--- src/rtl/mips_cycle_sequencer_pkg.sv ---
// mips_cycle_sequencer_pkg
//   Shared definitions for the MIPS multi-cycle sequencer:
//   - state_e      : sequencer state encoding (value 7 is unused/illegal)
//   - inst_class_e : instruction class encoding as driven on inst_class
//   - LEN_*        : instruction lengths in cycles, including the DUMMY cycle
//   - helpers      : last working state / exit state / length per class
package mips_cycle_sequencer_pkg;

  typedef enum logic [2:0] {
    ST_IDLE   = 3'd0,
    ST_FETCH  = 3'd1,
    ST_DECODE = 3'd2,
    ST_EXEC   = 3'd3,
    ST_MEM    = 3'd4,
    ST_WB     = 3'd5,
    ST_DUMMY  = 3'd6
  } state_e;

  typedef enum logic [1:0] {
    CLS_ALU   = 2'd0,
    CLS_LOAD  = 2'd1,
    CLS_STORE = 2'd2,
    CLS_JUMP  = 2'd3
  } inst_class_e;

  // Lengths with the DUMMY cycle appended; one fewer without it.
  localparam int LEN_ALU   = 5;
  localparam int LEN_LOAD  = 6;
  localparam int LEN_STORE = 5;
  localparam int LEN_JUMP  = 4;

  // Last state that does real work for a class (before any DUMMY cycle).
  function automatic state_e last_work_state(input inst_class_e cls);
    case (cls)
      CLS_ALU, CLS_LOAD: return ST_WB;
      CLS_STORE:         return ST_MEM;
      default:           return ST_EXEC;
    endcase
  endfunction

  // State in which an instruction of this class completes.
  function automatic state_e exit_state(input inst_class_e cls, input bit insert_dummy);
    return insert_dummy ? ST_DUMMY : last_work_state(cls);
  endfunction

  function automatic int inst_length(input inst_class_e cls, input bit insert_dummy);
    int len;
    case (cls)
      CLS_ALU:   len = LEN_ALU;
      CLS_LOAD:  len = LEN_LOAD;
      CLS_STORE: len = LEN_STORE;
      default:   len = LEN_JUMP;
    endcase
    return insert_dummy ? len : len - 1;
  endfunction

endpackage

--- src/rtl/seq_cycle_counter.sv ---
// seq_cycle_counter
//   Per-instruction cycle counter and retired-instruction counter.
//   Ports:
//     clk, reset      : clock, asynchronous active-low reset
//     advance         : sequencer is moving this cycle (not frozen by stall)
//     clear           : next state is FETCH or IDLE, so the index restarts at 0
//     retire          : an instruction completes this cycle
//     counter         : cycle index within the current instruction
//     retired         : completed-instruction count, wraps naturally
module seq_cycle_counter #(
  parameter int CNT_WIDTH = 3,
  parameter int RET_WIDTH = 16
) (
  input  logic                 clk,
  input  logic                 reset,
  input  logic                 advance,
  input  logic                 clear,
  input  logic                 retire,
  output logic [CNT_WIDTH-1:0] counter,
  output logic [RET_WIDTH-1:0] retired
);

  logic [CNT_WIDTH-1:0] cnt_q, cnt_d;
  logic [RET_WIDTH-1:0] ret_q, ret_d;

  always_comb begin
    cnt_d = cnt_q;
    if (advance) begin
      cnt_d = clear ? '0 : cnt_q + 1'b1;
    end
    // retire is already gated by stall, so no extra qualification is needed
    ret_d = retire ? ret_q + 1'b1 : ret_q;
  end

  always_ff @(posedge clk or negedge reset) begin
    if (!reset) begin
      cnt_q <= '0;
      ret_q <= '0;
    end else begin
      cnt_q <= cnt_d;
      ret_q <= ret_d;
    end
  end

  assign counter = cnt_q;
  assign retired = ret_q;

endmodule

--- src/rtl/mips_cycle_sequencer.sv ---
// mips_cycle_sequencer
//   Multi-cycle MIPS control sequencer: FETCH, DECODE, EXEC, optional MEM/WB,
//   optional DUMMY, chosen by the instruction class latched in DECODE.
//   Ports:
//     clk, reset  : clock, asynchronous active-low reset
//     enable      : run request, sampled in IDLE and at instruction end
//     stall       : freezes state, counter and latched class (not in IDLE)
//     inst_class  : 0 ALU, 1 LOAD, 2 STORE, 3 JUMP/BRANCH (sampled in DECODE)
//     state       : current state encoding
//     counter     : cycle index within the instruction
//     flag        : last non-stalled cycle of an instruction
//     instr_done  : flag delayed by one cycle
//     retired     : completed-instruction count
module mips_cycle_sequencer
  import mips_cycle_sequencer_pkg::*;
#(
  parameter int CNT_WIDTH    = 3,
  parameter int RET_WIDTH    = 16,
  parameter int INSERT_DUMMY = 1
) (
  input  logic                 clk,
  input  logic                 reset,
  input  logic                 enable,
  input  logic                 stall,
  input  logic [1:0]           inst_class,
  output logic [2:0]           state,
  output logic [CNT_WIDTH-1:0] counter,
  output logic                 flag,
  output logic                 instr_done,
  output logic [RET_WIDTH-1:0] retired
);

  localparam bit DUMMY_ON = (INSERT_DUMMY != 0);

  state_e      state_q, state_d;
  inst_class_e class_q, class_d;
  logic        instr_done_q;
  logic [2:0]  state_raw;
  state_e      exit_target, end_state;
  logic        frozen, flag_int, clear_cnt;

  assign state_raw = state_q;

  // A stall only freezes a running instruction; IDLE keeps sampling enable
  // and an illegal encoding always recovers to IDLE.
  assign frozen = stall && (state_q != ST_IDLE) && (state_raw != 3'd7);

  always_comb begin
    exit_target = enable ? ST_FETCH : ST_IDLE;
    end_state   = DUMMY_ON ? ST_DUMMY : exit_target;
    state_d     = state_q;
    class_d     = class_q;
    case (state_q)
      ST_IDLE:   if (enable) state_d = ST_FETCH;
      ST_FETCH:  state_d = ST_DECODE;
      ST_DECODE: begin
        class_d = inst_class_e'(inst_class);
        state_d = ST_EXEC;
      end
      ST_EXEC: begin
        case (class_q)
          CLS_ALU:             state_d = ST_WB;
          CLS_LOAD, CLS_STORE: state_d = ST_MEM;
          default:             state_d = end_state;
        endcase
      end
      ST_MEM:    state_d = (class_q == CLS_LOAD) ? ST_WB : end_state;
      ST_WB:     state_d = end_state;
      ST_DUMMY:  state_d = exit_target;
      default:   state_d = ST_IDLE;
    endcase
    if (frozen) begin
      state_d = state_q;
      class_d = class_q;
    end
  end

  // Exit state is never IDLE/FETCH/DECODE, so a stale class cannot raise flag
  // before the new class has been latched.
  assign flag_int  = (state_q == exit_state(class_q, DUMMY_ON)) && !stall;
  assign clear_cnt = (state_d == ST_FETCH) || (state_d == ST_IDLE);

  always_ff @(posedge clk or negedge reset) begin
    if (!reset) begin
      state_q      <= ST_IDLE;
      class_q      <= CLS_ALU;
      instr_done_q <= 1'b0;
    end else begin
      state_q      <= state_d;
      class_q      <= class_d;
      instr_done_q <= flag_int;
    end
  end

  seq_cycle_counter #(
    .CNT_WIDTH(CNT_WIDTH),
    .RET_WIDTH(RET_WIDTH)
  ) u_counter (
    .clk     (clk),
    .reset   (reset),
    .advance (!frozen),
    .clear   (clear_cnt),
    .retire  (flag_int),
    .counter (counter),
    .retired (retired)
  );

  assign state      = state_q;
  assign flag       = flag_int;
  assign instr_done = instr_done_q;

endmodule

--- config.mk ---
export PLATFORM = sky130hd
export DESIGN_NAME = mips_cycle_sequencer
export DESIGN_NICKNAME = d
export VERILOG_FILES = /design/src/rtl/mips_cycle_sequencer_pkg.sv /design/src/rtl/seq_cycle_counter.sv /design/src/rtl/mips_cycle_sequencer.sv
export SDC_FILE = /design/constraint.sdc
export NUM_CORES = 1
export LEC_CHECK = 0
export ABC_CLOCK_PERIOD_IN_PS = 1600
export CAP_MARGIN = 20
export CORE_AREA = 8 8 65 67
export CTS_CLUSTER_DIAMETER = 200
export CTS_CLUSTER_SIZE = 12
export DETAILED_ROUTE_END_ITERATION = 8
export DIE_AREA = 0 0 73 75
export PLACE_DENSITY = 0.72
export SYNTH_ARGS = -nofsm -noshare
export SYNTH_HDL_FRONTEND = slang
export SYNTH_SLANG_ARGS = --single-unit
--- constraint.sdc ---
create_clock -name clk -period 1.6 [get_ports clk]
set_clock_uncertainty 0.15 [all_clocks]
set_input_delay 0.32 -clock clk [delete_from_list [all_inputs] [get_ports clk]]
set_output_delay 0.32 -clock clk [all_outputs]
set_load 0.02 [all_outputs]
# After elaboration in Yosys (flattened, before gate mapping)
# Index checks and enable logic that the tools add are counted.
[totals]
input_bits = 6
wordCells = 36
register_bits = 25
out_inout_bits = 24
[op_classes]
n_mux = 7
eq_ne = 10
bitwise_logic = 1
add_sub_neg = 2
n_reduce_logical = 11
[ops]
columns = ["op", "count"]
rows = [
  ["case mux 3 bit (7 select lines)", 1],
  ["adder 16 x 1 -> 16 bit, second input constant", 1],
  ["equality test 3 bit, second input constant", 3],
  ["2-to-1 mux 3 bit", 3],
  ["equality test 3 x 1 -> 1 bit, second input constant", 2],
  ["equality test 3 x 2 -> 1 bit, second input constant", 2],
  ["logical NOT 3 bit", 2],
  ["case mux 2 bit (2 select lines)", 1],
  ["adder 3 x 1 -> 3 bit, second input constant", 1],
  ["logical AND 1 bit", 3],
  ["!= test 3 bit, second input constant", 1],
  ["nonzero test 3 bit", 1],
  ["equality test 2 x 1 -> 1 bit, second input constant", 1],
  ["equality test 2 bit, second input constant", 1],
  ["logical NOT 2 bit", 1],
  ["2-to-1 mux 2 bit", 1],
  ["AND reduction 2 bit", 1],
  ["OR reduction 2 bit", 1],
  ["logical NOT 1 bit", 1],
  ["logical OR 1 bit", 1],
  ["2-to-1 mux 1 bit", 1],
  ["NOT 1 bit", 1],
]

# Logic depth before layout (Yosys ltp)
# Gate-level depths: netlist of the first run.
[depth]
word_depth = 8
depth_mapped = 6
ltp_nobuf = 5

# By module
# Synthesis of the first run repeated with hierarchy kept, for this count alone.
[unflattened]
hier_cells = 108
hier_area_um2 = 1223.7
[modules_own_cells]
columns = ["module", "area_per_inst_um2", "instances", "cells_per_inst", "seq_area_each_um2"]
rows = [
  ["seq_cycle_counter", 834.6, 1, 70, 475.5],
  ["mips_cycle_sequencer", 389.1, 1, 38, 150.1],
]

# Worst setup path after synthesis of the first run
# No wires, ideal clock.
[synth_path]
path_type = "reg2reg"
startpoint = "register state_q[1] (netlist: state[1])"
endpoint = "register u_counter.ret_q[15] (netlist: u_counter.retired[15])"
slack_ps = -84
required_time_ps = 1371
path_stages_with_launch = 7
setup_ps = 79
path_buffers = 2
arrival_time_ps = 1454
period_less_slack_ps = 1684
cell_sequence = "dfrtp_1 > buf_4 > and4bb_1 > buf_6 > nand4_4 > nor3_2 > xor2_1"
[synth_via]
elab_chain_len = 2
[synth_lines]
columns = ["element", "line_no", "text"]
rows = [
  ["start, declared", "mips_cycle_sequencer.sv:35", "state_e state_q, state_d;"],
  ["start signal, assigned", "mips_cycle_sequencer.sv:89", "state_q <= state_d;"],
  ["equality test 3 bit", "mips_cycle_sequencer.sv:80", "assign flag_int = (state_q == exit_state(class_q, DUMMY_ON)) && !stall;"],
  ["logical AND 1 bit", "mips_cycle_sequencer.sv:80", ""],
  ["named net flag", "mips_cycle_sequencer.sv:28", "output logic flag,"],
  ["end signal, assigned", "seq_cycle_counter.sv:41", "ret_q <= ret_d;"],
  ["end, declared", "seq_cycle_counter.sv:24", "logic [RET_WIDTH-1:0] ret_q, ret_d;"],
]
# The timed path passes the listed nets, and every way through them passes these cells.
# A chain may end at the register's enable or synchronous reset.

# Worst setup path after layout of the first run
[layout_path]
startpoint = "register state_q[0] (netlist: state[0])"
endpoint = "output flag"
[layout_via]
elab_chain_len = 2
[layout_lines]
columns = ["element", "line_no"]
rows = [
  ["equality test 3 bit", "mips_cycle_sequencer.sv:80"],
  ["logical AND 1 bit", "mips_cycle_sequencer.sv:80"],
  ["end, declared", "mips_cycle_sequencer.sv:28"],
]
# No other way between the ends.

==> impl_metrics.toml, run 1 <==
[outcome]
outcome = "finished, violations left"
failing_checks = "negative setup slack"

[critical_path]
timing.critical_path.slowest_stage_cell = "dfrtp_1"
r2r_setup_slack_ps = -30
regToRegStartpoint = "state[0]"
path_max_fanout = 2
critical_path_arrival_ps = 1190
path_cells = "and4bb_2 -> buf_6"
critPathCaptureType = "output port"
regToRegEndpoint = "u_counter.retired[7]"
path_class = "flip-flop to output port"
max_stage_delay_ps = 400
start_kind = "flip-flop"
rr_worst_depth = 5
worst-endpoint-required_ps = 1130

[clocking]
htreeDepth = 1
clockRootBuffer = "clkbuf_4"
ctsLongestPathBuffers = 2
tritoncts_num_sinks = 25
worst_setup_hold_path_clk_slew_ps = 140
tritoncts = "done"
number_of_clock_buffers_inserted_by_tritoncts = 3
clk_latency_ps = 330
holdBufCountCts = 0

[floorplan]
fp.dieH_microns = 75
placement_rows = 21
fp.dieArea_sq_um = 5480
initial_core_util_pct = 38.1
pin_count = 30
core_region_area_sq_um = 3230
die-width_microns = 73

[placed_design]
io_buffers = 29
detailed_place_hpwl_mm = 1.88
gp_routability_congestion = 0.768

[detailed_routing]
wl_per_cell_microns = 13.0
via_count = 940
drt_drc_violations_left = 0
detail-route-antenna-nets = 0
routed_via_density = 4.72
routed_wl_mm = 2.58
dr.pass1.iters = 4
detailedRoute.firstIterationViolations = 17

[yosys]
syn-mean-instance-area_sq_um = 11.1
post-synth-top-area-fraction_pct = 50.8
synth_instances = 111
yosys_register_bits = 25
synth_enable_flop_cells = 0
synth_commonest_cells = "25 x dfrtp_1, 13 x nor2_1, 11 x nand2_1"
sequential_cell_area_fraction_in_the_yosys_report_pct = 50.8
unique_masters_post_synth = 33
ys_top_cells_by_area = "dfrtp_1 51%, xor2_1 7.1%, xnor2_1 5.0%"
synthesis.nets = 119
synthesis.area_sq_um = 1230
synth_top_area_cell = "dfrtp_1"
ys_async_sr_fraction_pct = 100
yosys_warnings = 0
ys.flop_type = "dfrtp_1"
post-synth-top-count-cell = "dfrtp_1"

[power_and_ir_drop]
power.sequential.fraction_pct = 44.7
fin_total_pwr_uw = 1910
power_leakage_uw = 0.000859
cellInternalPower_uw = 1190
clkPwrFrac_pct = 15.4
p_switching_uw = 720
comb_power_share_pct = 39.9
net_switching_share_of_the_total_power_pct = 37.7
powerDensity_nw_per_um2 = 1150
vdd.ir_drop.worst_v = 0.000640

[global_routing]
grt_overflow_total = 0
grt_max_degree = 26
global_route_wire_length_before_repair_mm = 4.28
grt_pass1_vias = 974
gr-usage-all-layers_pct = 10.1
number_of_antenna_violations_at_the_first_check_in_global_routing = 0

[sta]
timing.final.max_slew_violations = 0
layout_min_cycle_time_ps = 1660
hold_fails_final_rpt = 0
tightestPinTransition_ps = 313
fin_ws_ps = -62.4
rsz_0062_raised_after_global_routing = "true"
achievable-frequency_mhz = 602
hold-worst-slack_ps = 183
fin_crit_share_pct = 104
timing.slew.headroom_pct = 79.1
setup_viol = 4

[layout]
syn_to_final_growth_pct = 35.0
finalNetCount = 162
antennaDiodeCount = 0
layout_cells_sized_above_1_pct = 32.0

[hold_path]
hp-class = "input pin to async pin"

[run]
cap_violations = 0
## sequential cells by signal (all words and copies together), names as in the netlist
register / cells
class_q: 2
state: 3
u_counter.retired: 16
instr_done: 1
u_counter.counter: 3
## worst max-delay path by stage
stage                        start              endpoint  slack [ps]  cells past startpoint
after floorplan           state[1]  u_counter.retired[3]          10                      5
after global placement       stall                  flag        -580                      3
after detailed placement     stall                  flag        -560                      3
after CTS                    stall                  flag        -140                      3
after global routing      state[0]                  flag        -120                      2
final                     state[0]                  flag         -60                      2
## through the flow
step	cells	instance area, sq um	setup TNS (ps)	utilization, %	setup WS (ps)
floorplan	111	1240	0	-	9.77
CTS	196	1630	-273	50.4	-138
finish	199	1660	-97.4	51.5	-62.4
global route	199	1660	-550	51.5	-122
global placement	192	1630	-6490	50.5	-583
detailed placement	192	1630	-6630	50.5	-563
## worst max-delay path, delay by kind of cell, from the launching register on
kind | cells | cell delay [ps]
flops | 1 | 400
simple gates | 1 | 340
buf+inv | 1 | 130
## metal layers
metal | vias up | GRT usage [%] | part of all wire [%]
li1 | 462 | - | -
met1 | 454 | 11.0 | 43
met2 | 19 | 17.2 | 50
met3 | 5 | 2.53 | 4.1
met4 | 0 | 7.11 | 2.6
met5 | - | 0 | 0
## kinds of logic after synthesis
family                     Yosys count  share of synthesized area (%)
and+or+nand+nor                     47                           22.7
DFF                                 25                           50.8
xor gates and xnor gates            17                           12.1
AOI/OAI and AO/OA                    9                           5.08
buffers and inverters                7                           3.76
muxes                                4                           3.55
adders and majority gates            2                           2.03
## power by group through the flow
stage,sequential (uW),combinational (uW),clock [uW]
finish,852,761,293
global route,874,846,336
CTS,855,776,312
detailed placement,870,836,0
global placement,860,819,0
floorplan,971,398,0
## repair_timing
action	4_1_cts	5_1_grt
setup buffers	0	3
setup endpoints to repair	32	25
pin swaps	0	2
gates resized for setup	42	29
## layout make-up
cell class                      instances  area [sq um]
Sequential cell                        25           628
Timing Repair Buffer                   43           345
Multi-Input combinational cell         79           596
Fill cell                             316          1570
Clock buffer                            3          22.5
Tap cell                               46          57.6
Clock inverter                          1          7.51
Inverter                                2          7.51
## placed cells by master (no fill, tap or decap), types with 3 or more instances in the layout
cell and count:
clkdlybuf4s50_1 4, dlygate4sd2_1 7, dfrtp_1 23, nor2_2 4
xor2_1 10, clkbuf_4 3, nand3_1 4, buf_2 3
buf_4 13, mux2_2 3, a21oi_1 3, nand2b_1 4
nand2_1 11, clkbuf_2 7, nor2_1 8, clkdlybuf4s15_1 5
nor3_2 3, xnor2_1 7
Power figures use the tool's default switching activity.
==> inputs of run 2 (changes only) <==
--- a/config.mk
+++ b/config.mk
@@ -12,7 +12,8 @@
 export CTS_CLUSTER_SIZE = 12
 export DETAILED_ROUTE_END_ITERATION = 8
 export DIE_AREA = 0 0 73 75
-export PLACE_DENSITY = 0.72
+export DONT_BUFFER_PORTS = 1
+export PLACE_DENSITY = 0.6
 export SYNTH_ARGS = -nofsm -noshare
 export SYNTH_HDL_FRONTEND = slang
 export SYNTH_SLANG_ARGS = --single-unit
==> impl_metrics.toml, run 2 (synthesis gave the netlist of run 1 again) <==
[sta]
tightestPinTransition_ps = 284
hold_fails_final_rpt = 0
timing.slew.headroom_pct = 81.1
achievable-frequency_mhz = 608
rsz_0062_raised_after_global_routing = "true"
setup_viol = 1
timing.final.max_slew_violations = 0
timing.setup.tns_ps = -44.0
fin_crit_share_pct = 103
layout_min_cycle_time_ps = 1640
fin_ws_ps = -44.0

[detailed_routing]
wl_per_cell_microns = 14.5
wl_met2_mm = 1.26
routedLengthMet1_mm = 1.19
routed_via_density = 4.84
via_count = 885
drt_drc_violations_left = 0
dr.pass1.iters = 4
detailedRoute.firstIterationViolations = 28
top_metal_layer_carrying_routed_signals = "met4"
detail-route-antenna-nets = 0
met3RoutedLength_microns = 183
routed_wl_mm = 2.65

[placed_design]
placedInstanceArea_sq_um = 1410
detailed_place_hpwl_mm = 1.92
gp_routability_congestion = 0.788
io_buffers = 0

[critical_path]
timing.critical_path.slowest_stage_cell = "dfrtp_1"
r2r_setup_slack_ps = 50
start_kind = "flip-flop"
rr_worst_depth = 5
max_stage_delay_ps = 400
regToRegStartpoint = "state[0]"
critPathCaptureType = "output port"
critPathTopFamily = "flip-flops"
path_class = "flip-flop to output port"
cp.buffers_inverters = 1
critical_path_arrival_ps = 1170
regToRegEndpoint = "u_counter.retired[14]"
worst-endpoint-required_ps = 1130
path_cells = "and4bb_4 -> buf_8"
path_max_fanout = 2

[clocking]
tritoncts_num_sinks = 25
clk_latency_ps = 310
htreeDepth = 1
worst_setup_hold_path_clk_slew_ps = 140
clockRootBuffer = "clkbuf_4"
number_of_clock_buffers_inserted_by_tritoncts = 3
ctsLongestPathBuffers = 2
tritoncts = "done"

[hold_path]
hold_end = "u_counter.counter[0]"
worst_hold_startpoint = "stall"
hp-class = "input pin to flip-flop"
hold-path-cell-count = 2

[floorplan]
initial_core_util_pct = 38.1
fp.dieArea_sq_um = 5480
pin_count = 30
fp.dieH_microns = 75
core_region_area_sq_um = 3230
die-width_microns = 73
placement_rows = 21

[global_routing]
grt_pass1_vias = 929
global_route_wire_length_before_repair_mm = 4.40
grt_overflow_total = 0
gr-usage-all-layers_pct = 10.2
number_of_antenna_violations_at_the_first_check_in_global_routing = 0
grt_max_degree = 26

[layout]
layout.cell_area.non_filler_sq_um = 1550
finalNetCount = 146
layout_cells_sized_above_1_pct = 32.1
antennaDiodeCount = 0
syn_to_final_growth_pct = 25.9
layout_commonest_cell = "dfrtp_1"
commonest_non_fill_non_tap_cells_in_the_layout = "23 x dfrtp_1, 20 x buf_4, 11 x nand2_1"
largest_register_ff_count = 16

[outcome]
outcome = "finished, violations left"
failing_checks = "negative setup slack"

[run]
cap_violations = 0

[power_and_ir_drop]
powerDensity_nw_per_um2 = 1210
power_leakage_uw = 0.000766
vdd.ir_drop.worst_v = 0.000576
[run 2: cell count changes in the layout (fill, tap and decap cells not counted), moves of 2 or more]
cell             delta
buf_6               -2
clkdlybuf4s50_1     -4
clkdlybuf4s15_1     -5
clkbuf_2            -7
dlygate4sd3_1       +4
buf_4               +7
buf_2               -3
dlygate4sd2_1       -7
buf_8               +2
[run 2: final cells by class]
class / count / area, sq um
repair buffers: 27 / 240
clock inverters: 1 / 5.00
well taps: 46 / 57.6
multi-input cells: 79 / 591
fillers: 309 / 1680
inverters: 2 / 7.51
flip-flops and latches: 25 / 628
clock buffers: 3 / 22.5
[run 2: metrics by stage]
stage	total power, uW	worst slack, ps	hold WS [ps]	utilization, %	instances
final	1880	-44.0	12.6	48.0	183
after global routing	2020	-90.8	44.5	48.0	183
after CTS	1890	-115	6.49	46.8	181
after detailed placement	1560	63.3	-124	43.7	171
after global placement	1530	125	-125	43.7	171
after floorplan	1370	9.77	-126	-	111
[run 2: repair_timing]
| action | CTS | global route |
|---|---|---|
| hold buffers | 4 | 1 |
| pin swaps | 1 | 3 |
| setup buffers | 2 | 2 |
| endpoints found under the setup margin | 1 | 15 |
| hold endpoints to repair | 27 | 1 |
| resized for setup | 2 | 10 |
[run 2: worst max path at each step]
stage	from	endpoint	slack [ps]	cells after the start
floorplan	state[1]	u_counter.retired[3]	10	5
global placement	state[0]	class_q[0]	130	3
detailed placement	state[0]	class_q[1]	60	3
CTS	state[0]	flag	-120	3
global route	state[0]	flag	-90	2
finish	state[0]	flag	-40	2
[run 2: layer usage]
layer | vias up | global-route usage (%)
met5 | - | 0
met2 | 16 | 16.4
met1 | 441 | 12.7
met4 | 0 | 3.33
li1 | 426 | -
met3 | 2 | 3.33
[run 2: report_power, final]
| part | switching (uW) | internal [uW] |
|---|---|---|
| Clock | 190 | 93.4 |
| Sequential | 137 | 754 |
| Combinational | 391 | 320 |
| Total | 717 | 1170 |
==> inputs of run 3 (changes only) <==
--- a/config.mk
+++ b/config.mk
@@ -7,11 +7,11 @@
 export LEC_CHECK = 0
 export ABC_CLOCK_PERIOD_IN_PS = 1600
 export CAP_MARGIN = 20
-export CORE_AREA = 8 8 65 67
+export CORE_AREA = 2 2 59 61
 export CTS_CLUSTER_DIAMETER = 200
 export CTS_CLUSTER_SIZE = 12
 export DETAILED_ROUTE_END_ITERATION = 8
-export DIE_AREA = 0 0 73 75
+export DIE_AREA = 0 0 61 63
 export DONT_BUFFER_PORTS = 1
 export PLACE_DENSITY = 0.6
 export SYNTH_ARGS = -nofsm -noshare
==> impl_metrics.toml, run 3 (synthesis gave the netlist of run 1 again) <==
[global_routing]
number_of_antenna_violations_at_the_first_check_in_global_routing = 0
grt_max_degree = 26
global_route_wire_length_before_repair_mm = 4.17
grt_overflow_total = 0
gr-usage-all-layers_pct = 14.2
grt_pass1_vias = 938

[clocking]
ctsLongestPathBuffers = 2
clockRootBuffer = "clkbuf_4"
clk_latency_ps = 320
tritoncts = "done"
htreeDepth = 1
tritoncts_num_sinks = 25
number_of_clock_buffers_inserted_by_tritoncts = 3
worst_setup_hold_path_clk_slew_ps = 120

[power_and_ir_drop]
powerDensity_nw_per_um2 = 1170
power_leakage_uw = 0.000777
fin_total_pwr_uw = 1820
vdd.ir_drop.worst_v = 0.000585

[sta]
fin_crit_share_pct = 103
timing.setup.tns_ps = -48.9
tightestPinTransition_ps = 328
rsz_0062_raised_after_global_routing = "true"
hold-worst-slack_ps = 26.1
timing.slew.headroom_pct = 77.9
achievable-frequency_mhz = 606
timing.final.max_slew_violations = 0
setup_viol = 1
hold_fails_final_rpt = 0
fin_ws_ps = -48.9
layout_min_cycle_time_ps = 1650

[critical_path]
r2r_setup_slack_ps = 10
critPathCaptureType = "output port"
max_stage_delay_ps = 400
critical_path_arrival_ps = 1180
path_max_fanout = 2
path_class = "flip-flop to output port"
worst-endpoint-required_ps = 1130
timing.critical_path.slowest_stage_cell = "dfrtp_1"
start_kind = "flip-flop"
path_cells = "and4bb_4 -> buf_8"

[layout]
syn_to_final_growth_pct = 26.2
antennaDiodeCount = 0
finalNonFillerCells = 182
layout_cells_sized_above_1_pct = 31.6
fillCellCount = 301
layout.cell_area.non_filler_sq_um = 1560
layout_commonest_cell = "dfrtp_1"
commonest_non_fill_non_tap_cells_in_the_layout = "23 x dfrtp_1, 18 x buf_4, 11 x nand2_1"
finalNetCount = 145
largest_register_ff_count = 16

[run]
cap_violations = 0

[detailed_routing]
detail-route-antenna-nets = 0
routedLengthMet1_mm = 1.08
dr.pass1.iters = 4
wl_per_cell_microns = 13.1
detailedRoute.firstIterationViolations = 24
via_count = 867
routed_wl_mm = 2.38
drt_drc_violations_left = 0
met3RoutedLength_microns = 119
wl_met2_mm = 1.17
routed_via_density = 4.76
top_metal_layer_carrying_routed_signals = "met4"

[floorplan]
pin_count = 30
fp.dieH_microns = 63
placement_rows = 21
die-width_microns = 61
initial_core_util_pct = 38.1
fp.dieArea_sq_um = 3840
core_region_area_sq_um = 3230

[placed_design]
detailed_place_hpwl_mm = 1.67
gp_routability_congestion = 0.814
placedInstanceArea_sq_um = 1410
io_buffers = 0
numPlacedInstances = 170

[hold_path]
hp-class = "input pin to flip-flop"

[outcome]
outcome = "finished, violations left"
failing_checks = "negative setup slack"
run 3: cell count changes in the layout (fill, tap and decap cells not counted), sizes merged:
cell	delta
buf	-1
run 3: layout make-up:
cell class | instances | area, sq um | share of cell area [%]
timing repair buffer | 26 | 236 | 15.2
tap | 46 | 57.6 | 3.70
inverter | 2 | 7.51 | 0.483
sequential | 25 | 628 | 40.4
clock inverter | 1 | 5.00 | 0.322
clock buffer | 3 | 22.5 | 1.45
multi-input combinational | 79 | 598 | 38.5
run 3: worst paths after layout:
kind | end | from | cells past startpoint
worst max register to register | u_counter.retired[14] | state[0] | 5
min in group asynchronous | u_counter.counter[0] | reset | 2
worst min-delay path | u_counter.counter[1] | stall | 2
worst max-delay path | flag | state[0] | 2
worst min register to register | class_q[1] | class_q[1] | 1
max in group asynchronous | u_counter.retired[1] | reset | 2
run 3: report_power, final:
| part | leakage (uW) | internal [uW] | switching [uW] | total, uW |
|---|---|---|---|---|
| Clock | 0.0000177 | 93.6 | 186 | 280 |
| Combinational | 0.000432 | 293 | 365 | 658 |
| Sequential | 0.000327 | 754 | 131 | 886 |
run 3: routing by layer:
layer / up-vias / GRT usage, %
met3: 2 / 5.18
met2: 19 / 22.2
met4: 0 / 2.45
li1: 426 / -
met1: 420 / 19.1
met5: - / 0
run 3: stage by stage:
| stage | utilization (%) | worst slack [ps] |
|---|---|---|
| after floorplan | - | 9.77 |
| after global placement | 43.5 | 103 |
| after detailed placement | 43.5 | 80.0 |
| after CTS | 46.8 | -142 |
| after global routing | 48.1 | -117 |
| final | 48.1 | -48.9 |
run 3: critical path: cells and delay by family (launching register included):
| kind | cells | cell delay [ps] |
|---|---|---|
| DFF | 1 | 400 |
| buffers and inverters | 1 | 120 |
| and+or+nand+nor | 1 | 350 |
run 3: what timing repair did:
item / in CTS / in global routing
setup endpoints to repair: 1 / 14
hold endpoints to repair: 29 / 0
gates cloned: 0 / 0
pin swaps: 1 / 6
hold buffers: 5 / 0
resized for setup: 3 / 12
setup buffers: 1 / 3
